### src/rtl/watch_pkg.sv
`default_nettype none
// ============================================================================
// Module : watch_pkg
// Purpose: Shared definitions for the watch front-end and the mode blocks
//          (stopwatch, clock, timer) that consume its state/flag outputs.
//          Holds the display-mode encoding, the one-cycle command codes and
//          the board button indices.
// Rev    : 1.0  initial release
// ============================================================================
package watch_pkg;

  // Display mode, carried on the 4-bit state bus.
  typedef enum logic [3:0] {
    MODE_CLOCK = 4'd0,
    MODE_SW    = 4'd1,
    MODE_TMR   = 4'd2
  } mode_t;

  // Command codes carried on the 4-bit flag bus; FLG_NONE means idle.
  localparam logic [3:0] FLG_NONE     = 4'd0;
  localparam logic [3:0] FLG_HOUR_INC = 4'd1;
  localparam logic [3:0] FLG_MIN_INC  = 4'd2;
  localparam logic [3:0] FLG_TMR_SET  = 4'd3;
  localparam logic [3:0] FLG_TMR_GO   = 4'd4;
  localparam logic [3:0] FLG_SW_CLEAR = 4'd5;
  localparam logic [3:0] FLG_SW_STOP  = 4'd6;
  localparam logic [3:0] FLG_SW_START = 4'd7;

  // Positions of the functional buttons inside the raw button vector.
  localparam int BTN_MODE = 0;
  localparam int BTN_A    = 1;
  localparam int BTN_B    = 2;

  // Mode sequence on a MODE press; any stray encoding recovers to CLOCK.
  function automatic mode_t next_mode(input mode_t cur);
    mode_t nxt;
    case (cur)
      MODE_CLOCK: nxt = MODE_SW;
      MODE_SW:    nxt = MODE_TMR;
      default:    nxt = MODE_CLOCK;
    endcase
    return nxt;
  endfunction

endpackage
`default_nettype wire

### src/rtl/btn_debounce.sv
`default_nettype none
// ============================================================================
// Module : btn_debounce
// Purpose: One raw button: 2-flop synchroniser, counter debouncer and a
//          registered rising-edge detector producing a one-cycle press pulse.
// Ports  : clk      in  system clock
//          rst_n    in  asynchronous active-low reset
//          btn_raw  in  raw asynchronous active-high button
//          press    out one-cycle pulse per debounced press (not on release)
// Rev    : 1.0  initial release
// ============================================================================
module btn_debounce
  import watch_pkg::*;
#(
  parameter int DEBOUNCE_CYC = 16,
  parameter int CNT_W        = $clog2(DEBOUNCE_CYC + 1)
) (
  input  logic clk,
  input  logic rst_n,
  input  logic btn_raw,
  output logic press
);

  localparam logic [CNT_W-1:0] CNT_MAX = CNT_W'(DEBOUNCE_CYC - 1);

  logic             sync1_q, sync1_d;
  logic             sync2_q, sync2_d;
  logic             level_q, level_d;
  logic             level_dly_q, level_dly_d;
  logic             press_q, press_d;
  logic [CNT_W-1:0] cnt_q, cnt_d;

  always_comb begin
    sync1_d     = btn_raw;
    sync2_d     = sync1_q;
    level_d     = level_q;
    cnt_d       = '0;
    level_dly_d = level_q;
    // Registered so that the pulse leaves this block one cycle after the
    // debounced level rises.
    press_d     = level_q & ~level_dly_q;
    // The counter only runs while the synchronised input disagrees with the
    // debounced level; any agreeing sample restarts it, so a glitch shorter
    // than DEBOUNCE_CYC samples can never move the level.
    if (sync2_q != level_q) begin
      if (cnt_q == CNT_MAX) begin
        level_d = sync2_q;
      end else begin
        cnt_d = cnt_q + 1'b1;
      end
    end
  end

  always_ff @(posedge clk or negedge rst_n) begin
    if (!rst_n) begin
      sync1_q     <= 1'b0;
      sync2_q     <= 1'b0;
      level_q     <= 1'b0;
      level_dly_q <= 1'b0;
      press_q     <= 1'b0;
      cnt_q       <= '0;
    end else begin
      sync1_q     <= sync1_d;
      sync2_q     <= sync2_d;
      level_q     <= level_d;
      level_dly_q <= level_dly_d;
      press_q     <= press_d;
      cnt_q       <= cnt_d;
    end
  end

  assign press = press_q;

endmodule
`default_nettype wire

### src/rtl/watch_btn_ctrl.sv
`default_nettype none
// ============================================================================
// Module : watch_btn_ctrl
// Purpose: Watch front-end. Debounces the raw board buttons, holds the
//          display mode and turns presses into one-cycle command codes for
//          the mode blocks.
// Ports  : clk        in  system clock
//          rst_n      in  asynchronous active-low reset
//          btn        in  [N_BTN] raw buttons (0=MODE, 1=A, 2=B, rest spare)
//          state      out [4] current mode (0 CLOCK, 1 STOPWATCH, 2 TIMER)
//          flag       out [4] one-cycle command code, 0 when idle
//          sw_running out stopwatch run status as last commanded
// Rev    : 1.0  initial release
// ============================================================================
module watch_btn_ctrl
  import watch_pkg::*;
#(
  parameter int N_BTN        = 8,
  parameter int DEBOUNCE_CYC = 16,
  parameter int CNT_W        = $clog2(DEBOUNCE_CYC + 1)
) (
  input  logic             clk,
  input  logic             rst_n,
  input  logic [N_BTN-1:0] btn,
  output logic [3:0]       state,
  output logic [3:0]       flag,
  output logic             sw_running
);

  logic [N_BTN-1:0] press;

  // Every button gets the same front-end, including the spare ones.
  for (genvar i = 0; i < N_BTN; i++) begin : g_btn
    btn_debounce #(
      .DEBOUNCE_CYC (DEBOUNCE_CYC),
      .CNT_W        (CNT_W)
    ) u_debounce (
      .clk     (clk),
      .rst_n   (rst_n),
      .btn_raw (btn[i]),
      .press   (press[i])
    );
  end

  // Spare buttons are conditioned but deliberately decode to nothing.
  if (N_BTN > 3) begin : g_spare
    logic unused_press;
    assign unused_press = ^press[N_BTN-1:3];
  end

  mode_t      state_q, state_d;
  logic [3:0] flag_q, flag_d;
  logic       sw_running_q, sw_running_d;

  // Priority MODE > A > B; a press that loses in its cycle is simply dropped.
  always_comb begin
    state_d      = state_q;
    flag_d       = FLG_NONE;
    sw_running_d = sw_running_q;
    if (press[BTN_MODE]) begin
      state_d = next_mode(state_q);
    end else if (press[BTN_A]) begin
      case (state_q)
        MODE_CLOCK: flag_d = FLG_HOUR_INC;
        MODE_SW: begin
          flag_d       = sw_running_q ? FLG_SW_STOP : FLG_SW_START;
          sw_running_d = ~sw_running_q;
        end
        MODE_TMR:   flag_d = FLG_TMR_SET;
        default:    flag_d = FLG_NONE;
      endcase
    end else if (press[BTN_B]) begin
      case (state_q)
        MODE_CLOCK: flag_d = FLG_MIN_INC;
        MODE_SW:    flag_d = FLG_SW_CLEAR;
        MODE_TMR:   flag_d = FLG_TMR_GO;
        default:    flag_d = FLG_NONE;
      endcase
    end
  end

  always_ff @(posedge clk or negedge rst_n) begin
    if (!rst_n) begin
      state_q      <= MODE_CLOCK;
      flag_q       <= FLG_NONE;
      sw_running_q <= 1'b0;
    end else begin
      state_q      <= state_d;
      flag_q       <= flag_d;
      sw_running_q <= sw_running_d;
    end
  end

  assign state      = state_q;
  assign flag       = flag_q;
  assign sw_running = sw_running_q;

endmodule
`default_nettype wire
### config.mk
export PLATFORM = sky130hd
export DESIGN_NAME = watch_btn_ctrl
export DESIGN_NICKNAME = d
export VERILOG_FILES = /design/src/rtl/watch_pkg.sv /design/src/rtl/btn_debounce.sv /design/src/rtl/watch_btn_ctrl.sv
export SDC_FILE = /design/constraint.sdc
export NUM_CORES = 1
export LEC_CHECK = 0
export BUFFER_PORTS_ARGS = -buffer_cell sky130_fd_sc_hd__buf_2
export CELL_PAD_IN_SITES_DETAIL_PLACEMENT = 1
export CELL_PAD_IN_SITES_GLOBAL_PLACEMENT = 2
export CORE_ASPECT_RATIO = 0.6
export CORE_UTILIZATION = 35
export CTS_BUF_LIST = sky130_fd_sc_hd__clkbuf_4 sky130_fd_sc_hd__clkbuf_8 sky130_fd_sc_hd__clkbuf_16
export DETAILED_ROUTE_END_ITERATION = 16
export GPL_TIMING_DRIVEN = 1
export PLACE_DENSITY = 0.79
export SYNTH_ARGS = -nofsm -noshare
export SYNTH_HDL_FRONTEND = slang
export SYNTH_SLANG_ARGS = --single-unit
### constraint.sdc
create_clock -name clk -period 2.35 [get_ports clk]
set_input_delay 0.235 -clock clk [delete_from_list [all_inputs] [get_ports clk]]
set_output_delay 0.235 -clock clk [all_outputs]
set_load 0.03 [all_outputs]
[After elaboration in Yosys (flattened, before gate mapping)]
Index checks and enable logic that the tools add are counted.
Word-level totals
  memories: 0
  output and inout port bits: 9
  memory bits (writable): 0
  word-level logic and storage cells: 58
  bits in latches: 0
  ROM bits: 0
  flip-flop bits (word level): 39
  input port bits: 10
Operators by class
  bitwise operators: 8
  shift-type cells: 0
  mux-type cells: 13
  $add $sub $neg: 3
  order comparisons: 0
  eq/ne operators: 8
  reduce and logical (&&, ||, !) cells: 5
  divide/modulo/power cells: 0
  multiply operators: 0
Operator list (count)
  $mux W5: 6
  $pmux W3 S3: 2
  $add A5 B1 Y5 const B: 3
  $eq A5 B4 Y1 const B: 3
  $mux W4: 2
  $reduce_and A2 Y1: 3
  $not A1 Y1: 5
  $eq A4 B1 Y1 const B: 1
  $eq A4 B2 Y1 const B: 1
  $logic_not A4 Y1: 1
  $pmux W2 S2: 1
  $and A1 B1 Y1: 3
  $mux W3: 1
  $ne A1 B1 Y1: 3
  $reduce_and A3 Y1: 1
  $mux W1: 1

[Depth between registers and ports, before layout]
  depth after elaboration: 5
  gate-level depth with buffers: 5
  depth with buffers taken out: 5

[Cells and area by module]
From an unflattened synthesis, not the netlist that was laid out.
Second synthesis, totals
  cell total of the unflattened synthesis: 115
  area total of the unflattened synthesis: 1445.1 µm²
Modules (own cells, without submodules)
  btn_debounce: area each 360.3 µm², cells an instance 26, seq. area each 250.2 µm², instances 3
  watch_btn_ctrl: area each 364.1 µm², cells an instance 37, seq. area each 150.1 µm², instances 1

[Worst setup path before layout]
OpenSTA, ideal clock, no wires.
  path type: reg-to-reg
  from: register state_q[1], in the netlist state[1]
  to: register flag_q[0], in the netlist flag[0]
  library setup time: 0.132 ns
  cell stages (with the launch flop): 6
  setup slack: 0.896 ns
  required time: 2.218 ns
  data arrival time: 1.322 ns
  buffers on the path: 0
  clock period less this slack: 1.454 ns
  cell sequence: dfrtp_1 -> inv_1 -> ha_1 -> nor2b_1 -> o311ai_1 -> a21oi_1
Between the ends
  longest elaborated chain between the ends: 5
  elaborated cells between the ends (all ways): 8
  those cells by class: eq/ne: 2; mux: 5; reduce/logical: 1
Ends and longest elaborated chain
  start, declared: line watch_btn_ctrl.sv:51  | mode_t state_q, state_d;
  start signal, assigned: line watch_btn_ctrl.sv:88  | state_q <= state_d;
  $eq A4 B2 Y1, or another cell as far along: line watch_btn_ctrl.sv:63, watch_btn_ctrl.sv:73
  $pmux W3 S3: line watch_btn_ctrl.sv:73  | case (state_q)
  $mux W3: line watch_btn_ctrl.sv:72  | end else if (press[BTN_B]) begin
  $mux W4 (*): line watch_btn_ctrl.sv:62  | end else if (press[BTN_A]) begin
  $mux W4 (*): line watch_btn_ctrl.sv:60  | if (press[BTN_MODE]) begin
  named net flag_d[0]: line watch_btn_ctrl.sv:52  | logic [3:0] flag_q, flag_d;
  end signal, assigned: line watch_btn_ctrl.sv:89  | flag_q <= flag_d;
  end, declared: line watch_btn_ctrl.sv:52
Mark *: on every way through the listed nets, which the timed path passes. The rest lies on a longest branch.
A chain may end at the register's enable or synchronous reset.

[Final worst setup path]
Same ends and word-level chain as after synthesis.

==> results.json <==
{
  "synth_cells": 111,
  "dieArea_um2": 4350,
  "synth_mux_area_share_pct": 2.37,
  "critPathRequiredTime_ns": 2.51,
  "hpwlAfterDp_um": 1410,
  "multiInputGateArea_um2": 497,
  "seqCellArea_um2": 901,
  "crit_path_end_kind": "register",
  "synth_top_family_by_area": "simple AND/OR/NAND/NOR gates",
  "grt_util_met1_pct": 14.3,
  "post_drt_wl_per_cell_um": 11.6,
  "period_needed_ns": 1.32,
  "worstMarginPinSlew_ns": 0.761,
  "yosys.area_share.simple_pct": 14.2,
  "antenna_cells": 0,
  "ys_types": 21,
  "synth_compound_area_share_pct": 3.42,
  "violations": "DRC",
  "startpoint_type": "register",
  "grt_usage_pct": 11.6,
  "clock_latency_ns": 0.28,
  "cts_setup_buffers": 0,
  "timing.setup.tns_ns": 0,
  "path_clk_slew_ns": 0.07,
  "grt-ovfl-total": 0,
  "skew_ns": 0.00582,
  "clock-root-buffer": "clkbuf_8",
  "dr_total_vias": 784,
  "finalMaxSlewViolations": 0,
  "drt_iter0_drc": 32,
  "setup_violations": 0,
  "cts_tree": "done",
  "first_pass_iters": 10,
  "grt_max_degree": 37,
  "final_hold_viol_count": 0,
  "ys_warn_count": 0,
  "hold_path.class": "primary input to async pin",
  "arrival_ns": 1.48,
  "synthesis.area_um2": 1430,
  "synth_area_per_cell_um2": 12.9,
  "areaGrowthSynthToFinish_pct": 13.3,
  "ys_ff_latch": 36,
  "rows": 17,
  "antenna_left": 0,
  "cts_resized": 0,
  "drc_errors": 2,
  "grtUsageMet2_pct": 17.6,
  "dp.cells": 167,
  "min_period_over_period_pct": 56.2,
  "numCtsBuffers": 5,
  "rsz0062_at_grt": "false",
  "worst-path-max-fanout": 5,
  "synth_adder_area_share_pct": 7.89,
  "power.density_nw_per_um2": 718,
  "slew-limit-headroom_pct": 49.3,
  "busiest_layer": "met2",
  "die_y_um": 51.5,
  "htree_num_levels": 2,
  "cts.sinks": 36,
  "critPathKind": "register to register",
  "timing.fmax_mhz": 757,
  "nFillCells": 412,
  "nNetsFinal": 146,
  "drt_wl_total_um": 2020,
  "leakagePower_uw": 0.000850,
  "synth_xor_area_share_pct": 6.13,
  "cts_buffer_depth": 2,
  "chipWidth_um": 84.5,
  "grt_pass1_wl_um": 3670,
  "viasPerCell": 4.51,
  "grtUsageMet3_pct": 6.30,
  "status": "finished with violations",
  "cts_hold_buffers": 0,
  "vdd_drop_max_v": 0.000343,
  "layout.cells.non_filler": 174,
  "core_area_um2": 3790,
  "ys_seq_area_share_pct": 63.1,
  "antenna_found_initial": 0,
  "maxCapViolations": 0,
  "port_buffers": 10,
  "grt_pass1_vias": 820,
  "start_util_pct": 37.7,
  "gp_congestion": 0.715,
  "drive_above_1_share_pct": 17.3,
  "ios": 19
}
[routing by layer]
layer  share of wire [%]  up-vias
li1                    -      384
met1                  52      382
met2                  42       15
met3                 5.5        3
met4                0.64        0
met5                   0        -
[state kept, by name, indices dropped and copies added (netlist names)]
register and flops:
g_btn.u_debounce.cnt_q 15, flag 3, g_btn.u_debounce.level_dly_d 3, g_btn.u_debounce.level_dly_q 3, g_btn.u_debounce.press 3, g_btn.u_debounce.sync1_q 3
g_btn.u_debounce.sync2_q 3, state 2, sw_running 1
[power by group]
| part | internal [uW] | switching [uW] | total (uW) |
|---|---|---|---|
| Sequential | 638 | 12.7 | 651 |
| Clock | 261 | 200 | 461 |
| Combinational | 16.6 | 33.1 | 49.7 |
| Total | 915 | 246 | 1160 |
[worst max-delay path: stages, from the launching register on]
cell and delay (ns):
dfrtp_1 0.39, inv_1 0.12, ha_1 0.22, nor2b_1 0.14, o311ai_1 0.22, a21oi_1 0.10
[Yosys cell counts]
library cell	instances	area, um2
a21oi_1	3	15.0
and2_1	5	31.3
and3_1	2	12.5
and3_2	1	7.51
buf_4	3	22.5
conb_1	1	3.75
dfrtp_1	36	901
ha_1	9	113
inv_1	4	15.0
mux2_1	3	33.8
nand2_1	4	15.0
nand3_1	3	15.0
nand3_2	3	30.0
nand3b_1	3	22.5
nor2_1	10	37.5
nor2_2	1	6.26
nor2b_1	4	25.0
o21ai_0	2	10.0
o21ai_1	3	15.0
o311ai_1	1	8.76
xor2_1	10	87.6
[path summary, 6_finish.rpt]
check                                                              end  cells past startpoint  slack, ns                             startpoint
max in group asynchronous       g_btn[0].u_debounce.cnt_q[1]$_DFF_PN0_                      1       1.84                                  rst_n
worst max-delay path                                 flag[0]$_DFF_PN0_                      5       1.03                   state[1]$_DFFE_PN0P_
min in group clk                 g_btn[1].u_debounce.sync1_q$_DFF_PN0_                      1       0.06                                 btn[1]
worst min register to register   g_btn[2].u_debounce.sync2_q$_DFF_PN0_                      0       0.35  g_btn[2].u_debounce.sync1_q$_DFF_PN0_
worst min-delay path                              state[0]$_DFFE_PN0P_                      1       0.02                                  rst_n
worst max register to register                       flag[0]$_DFF_PN0_                      5       1.03                   state[1]$_DFFE_PN0P_
[per-stage QoR]
step	utilization [%]	hold WS [ns]	area, um2	total power [uW]	worst slack (ns)
after CTS	42.7	0.0468	1620	1190	1.02
after detailed placement	40.2	0.336	1520	715	1.04
after global placement	40.2	0.333	1520	712	1.07
after global routing	42.7	0.0346	1620	1230	0.890
after floorplan	-	-0.0606	1440	694	0.896
final	42.7	0.0175	1620	1160	1.03
[cell type report]
class,instances,share of cell area (%)
flip-flops and latches,36,55.7
multi-input cells,70,30.7
clock buffers,7,5.96
well taps,47,3.63
repair buffers,10,3.09
inverters,4,0.928
[cell usage in the layout, fill, tap and decap left out]
master / n
dfrtp_1: 36
xor2_1: 10
nor2_1: 10
buf_2: 10
ha_1: 9
clkbuf_8: 7
and2_1: 5
inv_1: 4
nand2_1: 4
nor2b_1: 4
nand3_2: 3
o21ai_1: 3
nand3_1: 3
nand3b_1: 3
a21oi_1: 3
mux2_1: 3
conb_1: 3
and3_1: 2
o21ai_0: 2
o311ai_1: 1
and3_2: 1
nor2_2: 1
[kinds of logic (layout without fill, tap and decap cells)]
| logic type | after synthesis | after routing |
|---|---|---|
| compound gates | 9 | 9 |
| xor+xnor | 10 | 10 |
| fa+ha+maj | 9 | 9 |
| buf+inv | 7 | 21 |
| flops | 36 | 36 |
| mux | 3 | 3 |
| other cells | 1 | 3 |
| simple gates | 36 | 36 |
(Power assumes the default switching activity.)
